==> src/rtl/wramp_pkg.sv <==
// rtl/wramp_pkg.sv - shared WRAMP opcode, state and write-back encodings
package wramp_pkg;

    localparam logic [3:0] OP_RR   = 4'b0000;
    localparam logic [3:0] OP_RI   = 4'b0001;
    localparam logic [3:0] OP_LHI  = 4'b0011;
    localparam logic [3:0] OP_J    = 4'b0100;
    localparam logic [3:0] OP_JR   = 4'b0101;
    localparam logic [3:0] OP_JAL  = 4'b0110;
    localparam logic [3:0] OP_LW   = 4'b1000;
    localparam logic [3:0] OP_SW   = 4'b1001;
    localparam logic [3:0] OP_BEQZ = 4'b1010;
    localparam logic [3:0] OP_BNEZ = 4'b1011;

    localparam logic [1:0] WB_ALU  = 2'd0;
    localparam logic [1:0] WB_MEM  = 2'd1;
    localparam logic [1:0] WB_LINK = 2'd2;

    typedef enum logic [2:0] {
        ST_RESET,
        ST_FETCH,
        ST_DECODE,
        ST_EXEC,
        ST_MEM,
        ST_WB,
        ST_FAULT
    } state_t;

    typedef enum logic [3:0] {
        CL_ILL,
        CL_RR,
        CL_RI,
        CL_LW,
        CL_SW,
        CL_J,
        CL_JR,
        CL_JAL,
        CL_BEQZ,
        CL_BNEZ
    } op_class_t;

endpackage

==> src/rtl/ctrl_fsm_if.sv <==
// rtl/ctrl_fsm_if.sv - control sequencer to IR/datapath/memory signal bundle
interface ctrl_fsm_if #(
    parameter int OP_W   = 4,
    parameter int FUNC_W = 4
);
    logic [OP_W-1:0]   op_code;
    logic [FUNC_W-1:0] func_in;
    logic              rs_zero;
    logic              mem_ack;
    logic              mem_req;
    logic              mem_we;
    logic              addr_sel;
    logic              ir_load;
    logic              pc_inc;
    logic              pc_load;
    logic              jr;
    logic [FUNC_W-1:0] alu_func;
    logic              alu_b_imm;
    logic              reg_write;
    logic [1:0]        wb_sel;
    logic              illegal;
    logic              bus_err;

    modport master (
        input  op_code, func_in, rs_zero, mem_ack,
        output mem_req, mem_we, addr_sel, ir_load, pc_inc, pc_load, jr,
               alu_func, alu_b_imm, reg_write, wb_sel, illegal, bus_err
    );

    modport slave (
        output op_code, func_in, rs_zero, mem_ack,
        input  mem_req, mem_we, addr_sel, ir_load, pc_inc, pc_load, jr,
               alu_func, alu_b_imm, reg_write, wb_sel, illegal, bus_err
    );
endinterface

==> src/rtl/ctrl_fsm_op_classify.sv <==
// rtl/ctrl_fsm_op_classify.sv - combinational opcode to instruction-class decode
module op_classify
    import wramp_pkg::*;
#(
    parameter int OP_W = 4
) (
    input  logic [OP_W-1:0] op_code,
    output op_class_t       op_class,
    output logic            legal
);

    always_comb begin
        op_class = CL_ILL;
        case (op_code)
            OP_W'(OP_RR):   op_class = CL_RR;
            OP_W'(OP_RI):   op_class = CL_RI;
            OP_W'(OP_LHI):  op_class = CL_RI;
            OP_W'(OP_J):    op_class = CL_J;
            OP_W'(OP_JR):   op_class = CL_JR;
            OP_W'(OP_JAL):  op_class = CL_JAL;
            OP_W'(OP_LW):   op_class = CL_LW;
            OP_W'(OP_SW):   op_class = CL_SW;
            OP_W'(OP_BEQZ): op_class = CL_BEQZ;
            OP_W'(OP_BNEZ): op_class = CL_BNEZ;
            default:        op_class = CL_ILL;
        endcase
        legal = (op_class != CL_ILL);
    end

endmodule

==> src/rtl/ctrl_fsm.sv <==
// rtl/ctrl_fsm.sv - multi-cycle WRAMP control sequencer with memory handshake and traps
module ctrl_fsm
    import wramp_pkg::*;
#(
    parameter int OP_W        = 4,
    parameter int FUNC_W      = 4,
    parameter int ADD_FUNC    = 0,
    parameter int ACK_TIMEOUT = 16
) (
    input  logic      clk,
    input  logic      rst,
    ctrl_fsm_if.master bus
);

    localparam int CNT_W = 16;
    localparam logic [FUNC_W-1:0] ADD_F = FUNC_W'(ADD_FUNC);

    state_t          state, state_next;
    op_class_t       op_class_q;
    op_class_t       dec_class;
    logic            dec_legal;
    logic            illegal_q;
    logic            bus_err_q;
    logic [CNT_W-1:0] wait_cnt;
    logic            in_req;
    logic            timeout_hit;

    op_classify #(.OP_W(OP_W)) u_classify (
        .op_code  (bus.op_code),
        .op_class (dec_class),
        .legal    (dec_legal)
    );

    assign in_req = (state == ST_FETCH) || (state == ST_MEM);

    // An ack landing on the final permitted cycle takes priority over the timeout.
    assign timeout_hit = (ACK_TIMEOUT != 0) && in_req && !bus.mem_ack &&
                         (wait_cnt == CNT_W'(ACK_TIMEOUT - 1));

    always_ff @(posedge clk or posedge rst) begin
        if (rst) begin
            state      <= ST_RESET;
            op_class_q <= CL_ILL;
            illegal_q  <= 1'b0;
            bus_err_q  <= 1'b0;
            wait_cnt   <= '0;
        end else begin
            state <= state_next;
            if (state == ST_DECODE) begin
                op_class_q <= dec_legal ? dec_class : CL_ILL;
            end
            if (state == ST_EXEC && op_class_q == CL_ILL) begin
                illegal_q <= 1'b1;
            end
            if (timeout_hit) begin
                bus_err_q <= 1'b1;
            end
            if ((state_next == ST_FETCH || state_next == ST_MEM) && state_next != state) begin
                wait_cnt <= '0;
            end else if (in_req && !bus.mem_ack) begin
                wait_cnt <= wait_cnt + CNT_W'(1);
            end
        end
    end

    assign bus.illegal = illegal_q;
    assign bus.bus_err = bus_err_q;

    always_comb begin
        state_next    = state;
        bus.mem_req   = 1'b0;
        bus.mem_we    = 1'b0;
        bus.addr_sel  = 1'b0;
        bus.ir_load   = 1'b0;
        bus.pc_inc    = 1'b0;
        bus.pc_load   = 1'b0;
        bus.jr        = 1'b0;
        bus.alu_func  = '0;
        bus.alu_b_imm = 1'b0;
        bus.reg_write = 1'b0;
        bus.wb_sel    = WB_ALU;

        case (state)
            ST_RESET: state_next = ST_FETCH;

            ST_FETCH: begin
                bus.mem_req = 1'b1;
                if (bus.mem_ack) begin
                    bus.ir_load = 1'b1;
                    bus.pc_inc  = 1'b1;
                    state_next  = ST_DECODE;
                end else if (timeout_hit) begin
                    state_next = ST_FAULT;
                end
            end

            ST_DECODE: state_next = ST_EXEC;

            ST_EXEC: begin
                case (op_class_q)
                    CL_RR: begin
                        bus.alu_func = bus.func_in;
                        state_next   = ST_WB;
                    end
                    CL_RI: begin
                        bus.alu_func  = bus.func_in;
                        bus.alu_b_imm = 1'b1;
                        state_next    = ST_WB;
                    end
                    CL_LW, CL_SW: begin
                        bus.alu_func  = ADD_F;
                        bus.alu_b_imm = 1'b1;
                        state_next    = ST_MEM;
                    end
                    CL_J: begin
                        bus.alu_func = ADD_F;
                        bus.pc_load  = 1'b1;
                        state_next   = ST_FETCH;
                    end
                    CL_JR: begin
                        bus.alu_func = ADD_F;
                        bus.pc_load  = 1'b1;
                        bus.jr       = 1'b1;
                        state_next   = ST_FETCH;
                    end
                    // Link write and jump share the cycle so the link sees the incremented PC.
                    CL_JAL: begin
                        bus.pc_load   = 1'b1;
                        bus.reg_write = 1'b1;
                        bus.wb_sel    = WB_LINK;
                        state_next    = ST_FETCH;
                    end
                    CL_BEQZ: begin
                        bus.pc_load = bus.rs_zero;
                        state_next  = ST_FETCH;
                    end
                    CL_BNEZ: begin
                        bus.pc_load = !bus.rs_zero;
                        state_next  = ST_FETCH;
                    end
                    default: state_next = ST_FAULT;
                endcase
            end

            ST_MEM: begin
                bus.mem_req   = 1'b1;
                bus.addr_sel  = 1'b1;
                bus.mem_we    = (op_class_q == CL_SW);
                bus.alu_func  = ADD_F;
                bus.alu_b_imm = 1'b1;
                if (bus.mem_ack) begin
                    state_next = (op_class_q == CL_LW) ? ST_WB : ST_FETCH;
                end else if (timeout_hit) begin
                    state_next = ST_FAULT;
                end
            end

            ST_WB: begin
                bus.reg_write = 1'b1;
                if (op_class_q == CL_LW) begin
                    bus.wb_sel    = WB_MEM;
                    bus.alu_func  = ADD_F;
                    bus.alu_b_imm = 1'b1;
                end else begin
                    bus.alu_func  = bus.func_in;
                    bus.alu_b_imm = (op_class_q == CL_RI);
                end
                state_next = ST_FETCH;
            end

            ST_FAULT: state_next = ST_FAULT;

            default: state_next = ST_RESET;
        endcase
    end

endmodule

==> src/flat_wrapper.sv <==
// flat-port wrapper written by rule: the top's interface ports become plain ports
module ctrl_fsm_flat import wramp_pkg::*;
#(
    parameter int OP_W        = 4,
    parameter int FUNC_W      = 4,
    parameter int ADD_FUNC    = 0,
    parameter int ACK_TIMEOUT = 16
)
  (clk, rst, bus_op_code, bus_func_in, bus_rs_zero, bus_mem_ack, bus_mem_req, bus_mem_we, bus_addr_sel, bus_ir_load, bus_pc_inc, bus_pc_load, bus_jr, bus_alu_func, bus_alu_b_imm, bus_reg_write, bus_wb_sel, bus_illegal, bus_bus_err);
  ctrl_fsm_if #(.OP_W(OP_W), .FUNC_W(FUNC_W)) bus_i ();
  input  logic clk;
  input  logic rst;
  input wire logic [$bits(bus_i.op_code)-1:0] bus_op_code;
  input wire logic [$bits(bus_i.func_in)-1:0] bus_func_in;
  input wire logic [$bits(bus_i.rs_zero)-1:0] bus_rs_zero;
  input wire logic [$bits(bus_i.mem_ack)-1:0] bus_mem_ack;
  output wire logic [$bits(bus_i.mem_req)-1:0] bus_mem_req;
  output wire logic [$bits(bus_i.mem_we)-1:0] bus_mem_we;
  output wire logic [$bits(bus_i.addr_sel)-1:0] bus_addr_sel;
  output wire logic [$bits(bus_i.ir_load)-1:0] bus_ir_load;
  output wire logic [$bits(bus_i.pc_inc)-1:0] bus_pc_inc;
  output wire logic [$bits(bus_i.pc_load)-1:0] bus_pc_load;
  output wire logic [$bits(bus_i.jr)-1:0] bus_jr;
  output wire logic [$bits(bus_i.alu_func)-1:0] bus_alu_func;
  output wire logic [$bits(bus_i.alu_b_imm)-1:0] bus_alu_b_imm;
  output wire logic [$bits(bus_i.reg_write)-1:0] bus_reg_write;
  output wire logic [$bits(bus_i.wb_sel)-1:0] bus_wb_sel;
  output wire logic [$bits(bus_i.illegal)-1:0] bus_illegal;
  output wire logic [$bits(bus_i.bus_err)-1:0] bus_bus_err;
  assign bus_i.op_code = bus_op_code;
  assign bus_i.func_in = bus_func_in;
  assign bus_i.rs_zero = bus_rs_zero;
  assign bus_i.mem_ack = bus_mem_ack;
  assign bus_mem_req = bus_i.mem_req;
  assign bus_mem_we = bus_i.mem_we;
  assign bus_addr_sel = bus_i.addr_sel;
  assign bus_ir_load = bus_i.ir_load;
  assign bus_pc_inc = bus_i.pc_inc;
  assign bus_pc_load = bus_i.pc_load;
  assign bus_jr = bus_i.jr;
  assign bus_alu_func = bus_i.alu_func;
  assign bus_alu_b_imm = bus_i.alu_b_imm;
  assign bus_reg_write = bus_i.reg_write;
  assign bus_wb_sel = bus_i.wb_sel;
  assign bus_illegal = bus_i.illegal;
  assign bus_bus_err = bus_i.bus_err;
  ctrl_fsm #(.OP_W(OP_W), .FUNC_W(FUNC_W), .ADD_FUNC(ADD_FUNC), .ACK_TIMEOUT(ACK_TIMEOUT)) u_core (.clk(clk), .rst(rst), .bus(bus_i));
endmodule
==> config.mk <==
export PLATFORM = sky130hd
export DESIGN_NAME = ctrl_fsm_flat
export DESIGN_NICKNAME = d
export VERILOG_FILES = /design/src/rtl/wramp_pkg.sv /design/src/rtl/ctrl_fsm_if.sv /design/src/rtl/ctrl_fsm_op_classify.sv /design/src/rtl/ctrl_fsm.sv /design/src/flat_wrapper.sv
export SDC_FILE = /design/constraint.sdc
export NUM_CORES = 1
export LEC_CHECK = 0
export CAP_MARGIN = 20
export CORE_MARGIN = 5
export CORE_UTILIZATION = 40
export DETAILED_ROUTE_END_ITERATION = 7
export HOLD_SLACK_MARGIN = 0.08
export PLACE_DENSITY = 0.68
export SLEW_MARGIN = 20
export SYNTH_ARGS = -nofsm -noshare
export SYNTH_HDL_FRONTEND = slang
export SYNTH_HIERARCHICAL = 1
export SYNTH_SLANG_ARGS = --single-unit
==> constraint.sdc <==
create_clock -name clk -period 4.08 [get_ports clk]
set_clock_uncertainty 0.2 [all_clocks]
set_input_delay 0.816 -clock clk [delete_from_list [all_inputs] [get_ports clk]]
set_output_delay 0.816 -clock clk [all_outputs]
set_load 0.03 [all_outputs]
==> out/qor.yml, run 1 <==
outcome:
  outcome: "completed"
synthesis:
  ys_ff_latch: 25
  synth_area_leader_cell: "dfrtp_1"
  synth_edf_count: 0
  synthAdderAreaFrac_pct: 2.890
  synthTopCellsByArea: "dfrtp_1 (36%), xor2_1 (6.6%), nand2_1 (5.2%)"
  synth.top_cell.area_share_pct: 36.13
  synth-compound-area-share_pct: 18.42
  synthSimpleGateAreaFrac_pct: 27.38
  ys_types: 50
  ys_seq_area_share_pct: 36.13
  avgSynthCellArea_um2: 9.066
  yosys_warnings: 6
  synth.area.mux_share_pct: 1.806
  synth_top_family_by_area: "simple AND/OR/NAND/NOR gates"
  synth_xor_area_share_pct: 8.526
  syn_inst: 191
  ys.flop_type: "dfrtp_1"
  syn-cell-area_um2: 1732
  synthArstFlopShare_pct: 100.0
  synth_fp_nets: 207
clocking:
  root_buffer: "clkbuf_8"
  cts_sinks: 25
  clkLatencyLatePin_ns: 0.26
  cts_resized: 0
  h-tree-depth: 1
  post-cts-setup-buffers: 0
  numCtsBuffers: 3
  cts_tree: "built"
  cts_buffer_depth: 2
  clk_pin_slew_ns: 0.08
  postCtsHoldBufs: 0
critical_path:
  r2r-start: "u_core/state[1]"
  critPathRequiredTime_ns: 3.06
  crit_chain: "clkdlybuf4s50_1, nor4b_1, o21ai_0, a31oi_1, clkdlybuf4s50_1"
  critPathMaxStageDelay_ns: 0.69
  cp.arrival_ns: 2.44
  crit_path_max_fanout: 2
  cp_common_cell: "clkdlybuf4s50_1"
  r2r_setup_slack_ns: 1.56
  worstSetupEndpointType: "primary output"
  slowest_stage: "clkdlybuf4s50_1"
  reg2reg_to: "u_core/wait_cnt[12]"
  critPathLaunchType: "input port"
  reg2reg_depth: 5
  worstSetupPathType: "in2out"
detailed_routing:
  drcViolationCount: 0
  vias: 1381
  viasPerCell: 5.153
  postRouteWirelength_um: 3274
  wl_per_cell_um: 12.22
  ant_nets: 0
  drtIter0Drc: 59
  drt_pass1_iterations: 4
sta:
  setup_ws_ns: 0.6204
  slew_headroom_pct: 39.08
  finalSetupViolations: 0
  fin_crit_sh_pct: 84.79
  hold-worst-slack_ns: 0.2779
  final.min_clock_period_ns: 3.460
  rsz0062_at_grt: "false"
  fmax_mhz: 289.1
  final_hold_viol_count: 0
  setup_tns_ns: 0
  maxSlewViolCount: 0
  worst_pin_slew_ns: 0.9127
final_layout:
  design_area_um2: 2073
  areaGrowthSynthToFinish_pct: 19.73
  final_common_cell: "clkdlybuf4s50_1"
  diodes: 0
  utilization_pct: 48.62
  drive_gt1_share_pct: 10.65
  most-common-layout-cells: "clkdlybuf4s50_1 (28), dfrtp_1 (25), nand2_1 (24), xor2_1 (13)"
  nFillCells: 419
  nets: 233
  final_cells: 268
floorplan:
  start_util_pct: 40.61
  rows: 24
  num_io_pins: 29
  dieArea_um2: 5745
  die_w_um: 75.80
  core_um2: 4264
  fp.dieH_um: 75.80
place:
  place_hpwl_um: 2473
  gp_congestion: 0.7713
  dp_worst_setup_slack_ns: 0.6133
  postPlaceCellArea_um2: 2027
  place_inst: 264
  portBuffers: 28
global_routing:
  grt_max_degree: 26
  grt_first_pass_wirelength_um: 5568
  overflow: 0
  antenna_found_initial: 0
  grt_use_total_pct: 12.27
  grt_pass1_vias: 1280
worst_hold_path:
  min_delay_worst_endpoint: "u_core/bus.illegal"
  whs_path_depth: 1
  hp-start: "u_core/bus.illegal"
  hold_path.class: "reg2reg"
power_and_ir_drop:
  p_total_mw: 1.218
  p_leak_nw: 0.8501
  irDropWorstVdd_v: 0.0002596
  powerDensity_nw_per_um2: 587.6
run:
  maxCapViolations: 0
cell families (layout without fill, tap and decap cells):
logic type                 after synthesis  in the layout
DFF                                     25             25
muxes                                    3              3
AOI/OAI and AO/OA                       43             43
xor gates and xnor gates                16             16
buffers and inverters                   15             40
adders and majority gates                4              4
and+or+nand+nor                         85             85
routing by layer:
| metal | global-route usage (%) | part of all wire, % |
|---|---|---|
| met5 | 0 | 0 |
| met4 | 4.660 | 1.3 |
| met3 | 1.979 | 6.2 |
| met2 | 20.06 | 47 |
| met1 | 16.24 | 46 |
worst max-delay path by stage:
| stage | cells past startpoint | startpoint | slack, ns | to |
|---|---|---|---|---|
| finish | 5 | bus_rs_zero | 0.62 | bus_pc_load |
| global placement | 5 | bus_rs_zero | 0.65 | bus_pc_load |
| floorplan | 4 | u_core/state[2] | 1.20 | bus_reg_write |
| detailed placement | 5 | bus_rs_zero | 0.61 | bus_pc_load |
| CTS | 5 | bus_rs_zero | 0.61 | bus_pc_load |
| global route | 5 | u_core/state[1] | 0.44 | bus_alu_func[2] |
critical path: cells and delay by family:
family	cells	cell delay (ns)
AND/OR/NAND/NOR	1	0.23
buffers and inverters	2	1.11
AO/OA/AOI/OAI	2	0.29
registers in the layout, indices dropped and copies added, names as in the netlist:
signal / cells
u_core/bus.illegal: 1
u_core/bus.bus_err: 1
u_core/op_class_q: 4
u_core/state: 3
u_core/wait_cnt: 16
power by group:
| group | switching (mW) | total (mW) | internal (mW) |
|---|---|---|---|
| clock network | 0.0727 | 0.141 | 0.0681 |
| logic | 0.433 | 0.702 | 0.269 |
| registers | 0.0874 | 0.375 | 0.288 |
synth_stat cells, types with 2 or more instances:
master and n:
or2_2 2, a21oi_1 11, and2b_1 2, nor4_1 3, and3_1 3, xnor2_1 2, inv_1 7, and4_1 2
mux2i_1 2, buf_2 4, ha_1 4, xor2_1 13, nor2b_1 2, nand2b_1 5, and2_1 7, dfrtp_1 25
nand3_1 8, nor3_1 3, o21ai_0 9, nor2_1 11, a21oi_2 9, o22ai_1 2, nand2_1 24, or3_1 2
nand4_1 4
area by class of cell:
cell class                 count  area, µm²  share of cell area [%]
clock inverter                 1      5.005                  0.2414
timing repair buffer          29      287.8                   13.88
multi-input combinational    151       1022                   49.31
sequential                    25      625.6                   30.17
inverter                       7      26.28                   1.267
tap                           52      65.06                   3.138
clock buffer                   3      41.29                   1.992
No activity file was read; power rests on OpenSTA's default activity.
==> inputs of run 2 (changes only) <==
==> constraint.sdc (replaced) <==
create_clock -name clk -period 3.3 [get_ports clk]
set_clock_uncertainty 0.2 [all_clocks]
set_input_delay 0.66 -clock clk [delete_from_list [all_inputs] [get_ports clk]]
set_output_delay 0.66 -clock clk [all_outputs]
set_load 0.03 [all_outputs]
==> run 2 against run 1 <==
Against the previous run: worst hold slack worse by 0.0045 ns; count of clock-buffer cells in the layout unchanged; die area unchanged; global-route usage rose by 0.91 points; register-to-register slack got worse by 0.66 ns; via count increased by 3.9%; total power is 27% higher; clock power grew 29%; sequential cell count stayed put; sequential share of layout area is 0.57 points lower; design area grew 1.9%; final cell count rose by 1.5%.
==> out/qor.yml, run 2 (synthesized netlist as in run 1, its figures left out) <==
clocking:
  clkLatencyLatePin_ns: 0.27
  root_buffer: "clkbuf_8"
  clk_pin_slew_ns: 0.09
  cts_tree: "built"
  numCtsBuffers: 3
  cts_buffer_depth: 2
  cts_sinks: 25
  h-tree-depth: 1
  postCtsHoldBufs: 0
floorplan:
  rows: 24
  fp.dieH_um: 75.80
  dieArea_um2: 5745
  die_w_um: 75.80
  num_io_pins: 29
  core_um2: 4264
  start_util_pct: 40.61
detailed_routing:
  drt_pass1_iterations: 4
  vias: 1435
  drcViolationCount: 0
  ant_nets: 0
  viasPerCell: 5.276
  drtIter0Drc: 82
  wl_per_cell_um: 12.50
  postRouteWirelength_um: 3400
final_layout:
  nFillCells: 415
  final_cells: 272
  diodes: 0
  drive_gt1_share_pct: 12.27
  utilization_pct: 49.56
  most-common-layout-cells: "dfrtp_1 (25), clkdlybuf4s50_1 (24), nand2_1 (24), xor2_1 (13)"
  largest_reg_flops: 16
  regMostFlops: "u_core/wait_cnt"
  largestRegisters: "u_core/wait_cnt (16), u_core/op_class_q (4), u_core/state (3)"
  areaGrowthSynthToFinish_pct: 22.04
  nets: 237
  multiInputGateArea_um2: 1022
  final_common_cell: "dfrtp_1"
  register_area_um2: 625.6
global_routing:
  grt_first_pass_wirelength_um: 5878
  grt_use_total_pct: 13.19
  grt_pass1_vias: 1369
  grt_max_degree: 26
  antenna_found_initial: 0
  overflow: 0
sta:
  final.min_clock_period_ns: 3.201
  worst_pin_slew_ns: 0.9287
  finalSetupViolations: 0
  fmax_mhz: 312.4
  fin_crit_sh_pct: 97.01
  hold-worst-slack_ns: 0.2735
  maxSlewViolCount: 0
  final_hold_viol_count: 0
  rsz0062_at_grt: "false"
  slew_headroom_pct: 37.89
  setup_tns_ns: 0
critical_path:
  crit_path_max_fanout: 2
  worstSetupEndpointType: "primary output"
  cp.arrival_ns: 2.34
  worstSetupPathType: "in2out"
  critPathRequiredTime_ns: 2.44
  critPathLaunchType: "input port"
power_and_ir_drop:
  p_total_mw: 1.550
  powerDensity_nw_per_um2: 733.3
  irDropWorstVdd_v: 0.0005252
  p_leak_nw: 0.9401
place:
  place_hpwl_um: 2552
  portBuffers: 28
  gp_congestion: 0.7527
  place_inst: 268
outcome:
  outcome: "completed"
run:
  maxCapViolations: 0
worst_hold_path:
  hold_path.class: "reg2reg"
run 2: cell count changes in the layout (fill, tap and decap cells not counted):
cell,before,now
clkdlybuf4s50_1,28,24
buf_4,1,5
dlymetal6s2s_1,0,4
run 2: where the power goes:
group	switching [mW]	internal, mW	total, mW
registers	0.0807	0.356	0.437
clock network	0.0972	0.0844	0.182
logic	0.579	0.351	0.931
run 2: critical path, cell delays in order:
cell and delay [ns]:
clkdlybuf4s50_1 0.43, nor4b_1 0.27, o21ai_0 0.12, a31oi_1 0.18, clkdlybuf4s50_1 0.69
run 2: timing repair:
item / 4_1_cts / 5_1_grt
buffers inserted: 0 / 0
resized for setup: 0 / 4
endpoints found under the setup margin: 0 / 4
run 2: final timing paths:
| path | from | endpoint | slack [ns] | depth (start not counted) |
|---|---|---|---|---|
| setup / recovery | bus_rs_zero | bus_pc_load | 0.1 | 5 |
| hold / removal | u_core/bus.bus_err | u_core/bus.bus_err | 0.27 | 1 |
| max in group asynchronous | rst | u_core/state[1] | 2.12 | 3 |
| min in group asynchronous | rst | u_core/wait_cnt[11] | 0.53 | 3 |
| setup reg to reg | u_core/state[0] | u_core/wait_cnt[13] | 0.90 | 6 |
| hold reg to reg | u_core/bus.bus_err | u_core/bus.bus_err | 0.27 | 1 |
run 2: per-stage QoR:
step	worst slack (ns)	cell area, µm²
floorplan	0.5763	1732
global placement	0.1860	2057
detailed placement	0.1200	2057
CTS	0.1088	2103
global route	0.01080	2113
finish	0.09869	2113
run 2: area by class of cell:
type,count,area share (%)
Timing Repair Buffer,33,15.51
Clock inverter,1,0.2368
Tap cell,52,3.079
Clock buffer,3,1.954
Multi-Input combinational cell,151,48.37
Inverter,7,1.243
Sequential cell,25,29.60
run 2: routing by layer:
layer	GRT usage, %	up-vias	wire, µm
li1	-	732	-
met1	16.67	665	1591
met2	22.53	34	1591
met3	2.243	4	177
met4	4.660	0	40
met5	0	-	0
==> inputs of run 3 (changes only) <==
--- a/config.mk
+++ b/config.mk
@@ -6,11 +6,12 @@
 export NUM_CORES = 1
 export LEC_CHECK = 0
 export CAP_MARGIN = 20
-export CORE_MARGIN = 5
-export CORE_UTILIZATION = 40
+export CORE_MARGIN = 2
+export CORE_UTILIZATION = 53
+export CTS_CLUSTER_DIAMETER = 30
 export DETAILED_ROUTE_END_ITERATION = 7
 export HOLD_SLACK_MARGIN = 0.08
-export PLACE_DENSITY = 0.68
+export PLACE_DENSITY = 0.85
 export SLEW_MARGIN = 20
 export SYNTH_ARGS = -nofsm -noshare
 export SYNTH_HDL_FRONTEND = slang
==> run 3 against run 2 <==
Against the previous run: setup slack better by 0.036 ns; critical path depth stayed put; via count is 0.91% lower; register-to-register slack hardly changed; die area is 35% lower; non-clock buffer count is 1 lower; largest cell class unchanged.
==> out/qor.yml, run 3 (synthesized netlist as in run 1, its figures left out) <==
global_routing:
  antenna_found_initial: 0
  overflow: 0
  grt_pass1_vias: 1210
  grt_first_pass_wirelength_um: 5099
  grt_max_degree: 26
  grt_use_total_pct: 17.85
clocking:
  cts_tree: "built"
  cts_buffer_depth: 2
  postCtsHoldBufs: 0
  h-tree-depth: 1
  cts_sinks: 25
  root_buffer: "clkbuf_4"
  post-cts-setup-buffers: 0
  clkLatencyLatePin_ns: 0.31
  numCtsBuffers: 3
  clk_pin_slew_ns: 0.13
floorplan:
  rows: 20
  die_w_um: 61.16
  start_util_pct: 56.26
  core_um2: 3078
  fp.dieH_um: 61.16
  num_io_pins: 29
  dieArea_um2: 3741
detailed_routing:
  vias: 1422
  wl_per_cell_um: 11.78
  drtIter0Drc: 55
  postRouteWirelength_um: 3097
  drt_pass1_iterations: 4
  drcViolationCount: 0
  ant_nets: 0
  viasPerCell: 5.407
sta:
  fmax_mhz: 315.9
  slew_headroom_pct: 39.40
  rsz0062_at_grt: "false"
  finalSetupViolations: 0
  setup_tns_ns: 0
  maxSlewViolCount: 0
  final.min_clock_period_ns: 3.165
  hold-worst-slack_ns: 0.2957
  fin_crit_sh_pct: 95.91
  setup_ws_ns: 0.1349
  worst_pin_slew_ns: 0.9080
  final_hold_viol_count: 0
final_layout:
  largestRegisters: "u_core/wait_cnt (16), u_core/op_class_q (4), u_core/state (3)"
  regMostFlops: "u_core/wait_cnt"
  diodes: 0
  areaGrowthSynthToFinish_pct: 20.16
  nets: 236
  design_area_um2: 2081
  final_cells: 263
  most-common-layout-cells: "dfrtp_1 (25), clkdlybuf4s50_1 (24), nand2_1 (24), xor2_1 (13)"
  largest_reg_flops: 16
  register_area_um2: 625.6
  utilization_pct: 67.60
  nFillCells: 249
  drive_gt1_share_pct: 11.87
  multiInputGateArea_um2: 1022
  final_common_cell: "dfrtp_1"
place:
  place_hpwl_um: 2348
  dp_worst_setup_slack_ns: 0.1469
  place_inst: 259
  postPlaceCellArea_um2: 2039
  gp_congestion: 0.8057
  portBuffers: 28
power_and_ir_drop:
  p_leak_nw: 0.9281
  p_total_mw: 1.493
  irDropWorstVdd_v: 0.0003370
  powerDensity_nw_per_um2: 717.4
outcome:
  outcome: "completed"
critical_path:
  reg2reg_to: "u_core/wait_cnt[13]"
  critPathRequiredTime_ns: 2.44
  reg2reg_depth: 6
  worstSetupPathType: "in2out"
  crit_path_max_fanout: 2
  worstSetupEndpointType: "primary output"
  critPathLaunchType: "input port"
  cp.arrival_ns: 2.31
  r2r-start: "u_core/state[0]"
  r2r_setup_slack_ns: 0.91
run:
  maxCapViolations: 0
worst_hold_path:
  min_delay_worst_endpoint: "u_core/bus.illegal"
  whs_path_depth: 1
  hold_path.class: "reg2reg"
  hp-start: "u_core/bus.illegal"
-- run 3: cell types whose count changed in the layout (fill, tap and decap cells not counted) --
cell      change
clkinv_2      -1
inv_6         +1
clkbuf_8      -3
buf_4         -1
clkbuf_4      +3
-- run 3: worst max-delay path by stage --
stage | startpoint | to | slack [ns] | depth (start not counted)
2_1_floorplan | u_core/state[2] | bus_reg_write | 0.58 | 4
3_3_place_gp | bus_rs_zero | bus_pc_load | 0.19 | 5
3_5_place_dp | bus_rs_zero | bus_pc_load | 0.15 | 5
4_1_cts | u_core/state[2] | bus_alu_func[2] | 0.09 | 5
5_1_grt | u_core/state[2] | bus_reg_write | 0.04 | 5
6_report | bus_rs_zero | bus_pc_load | 0.13 | 5
-- run 3: per-layer routing --
| layer | routed length, µm | global-route usage (%) | up-vias |
|---|---|---|---|
| met5 | 0 | 0 | - |
| met4 | 19 | 4.658 | 0 |
| met1 | 1499 | 25.98 | 663 |
| met3 | 131 | 2.731 | 2 |
| li1 | - | - | 730 |
| met2 | 1447 | 27.96 | 27 |
-- run 3: critical path, stage by stage --
cell and delay, ns:
clkdlybuf4s50_1 0.42, nor4b_1 0.26, o21ai_0 0.11, a31oi_1 0.17, clkdlybuf4s50_1 0.68
-- run 3: cell type report --
cell class / count / area share, %
clock inverter: 1 / 0.4209
clock buffer: 3 / 1.082
timing repair buffer: 32 / 15.39
sequential: 25 / 30.07
multi-input combinational: 151 / 49.13
inverter: 7 / 1.263
tap: 44 / 2.646
-- run 3: power breakdown --
group | leakage (nW) | internal, mW | switching (mW) | total [mW]
logic | 0.574 | 0.351 | 0.565 | 0.916
clock network | 0.0183 | 0.0492 | 0.0908 | 0.140
registers | 0.336 | 0.356 | 0.0810 | 0.437
total | 0.928 | 0.756 | 0.737 | 1.49
-- run 3: repair_timing --
action,in CTS,in global routing
resized for setup,0,4
endpoints found under the hold margin,0,0
endpoints found under the setup margin,0,4
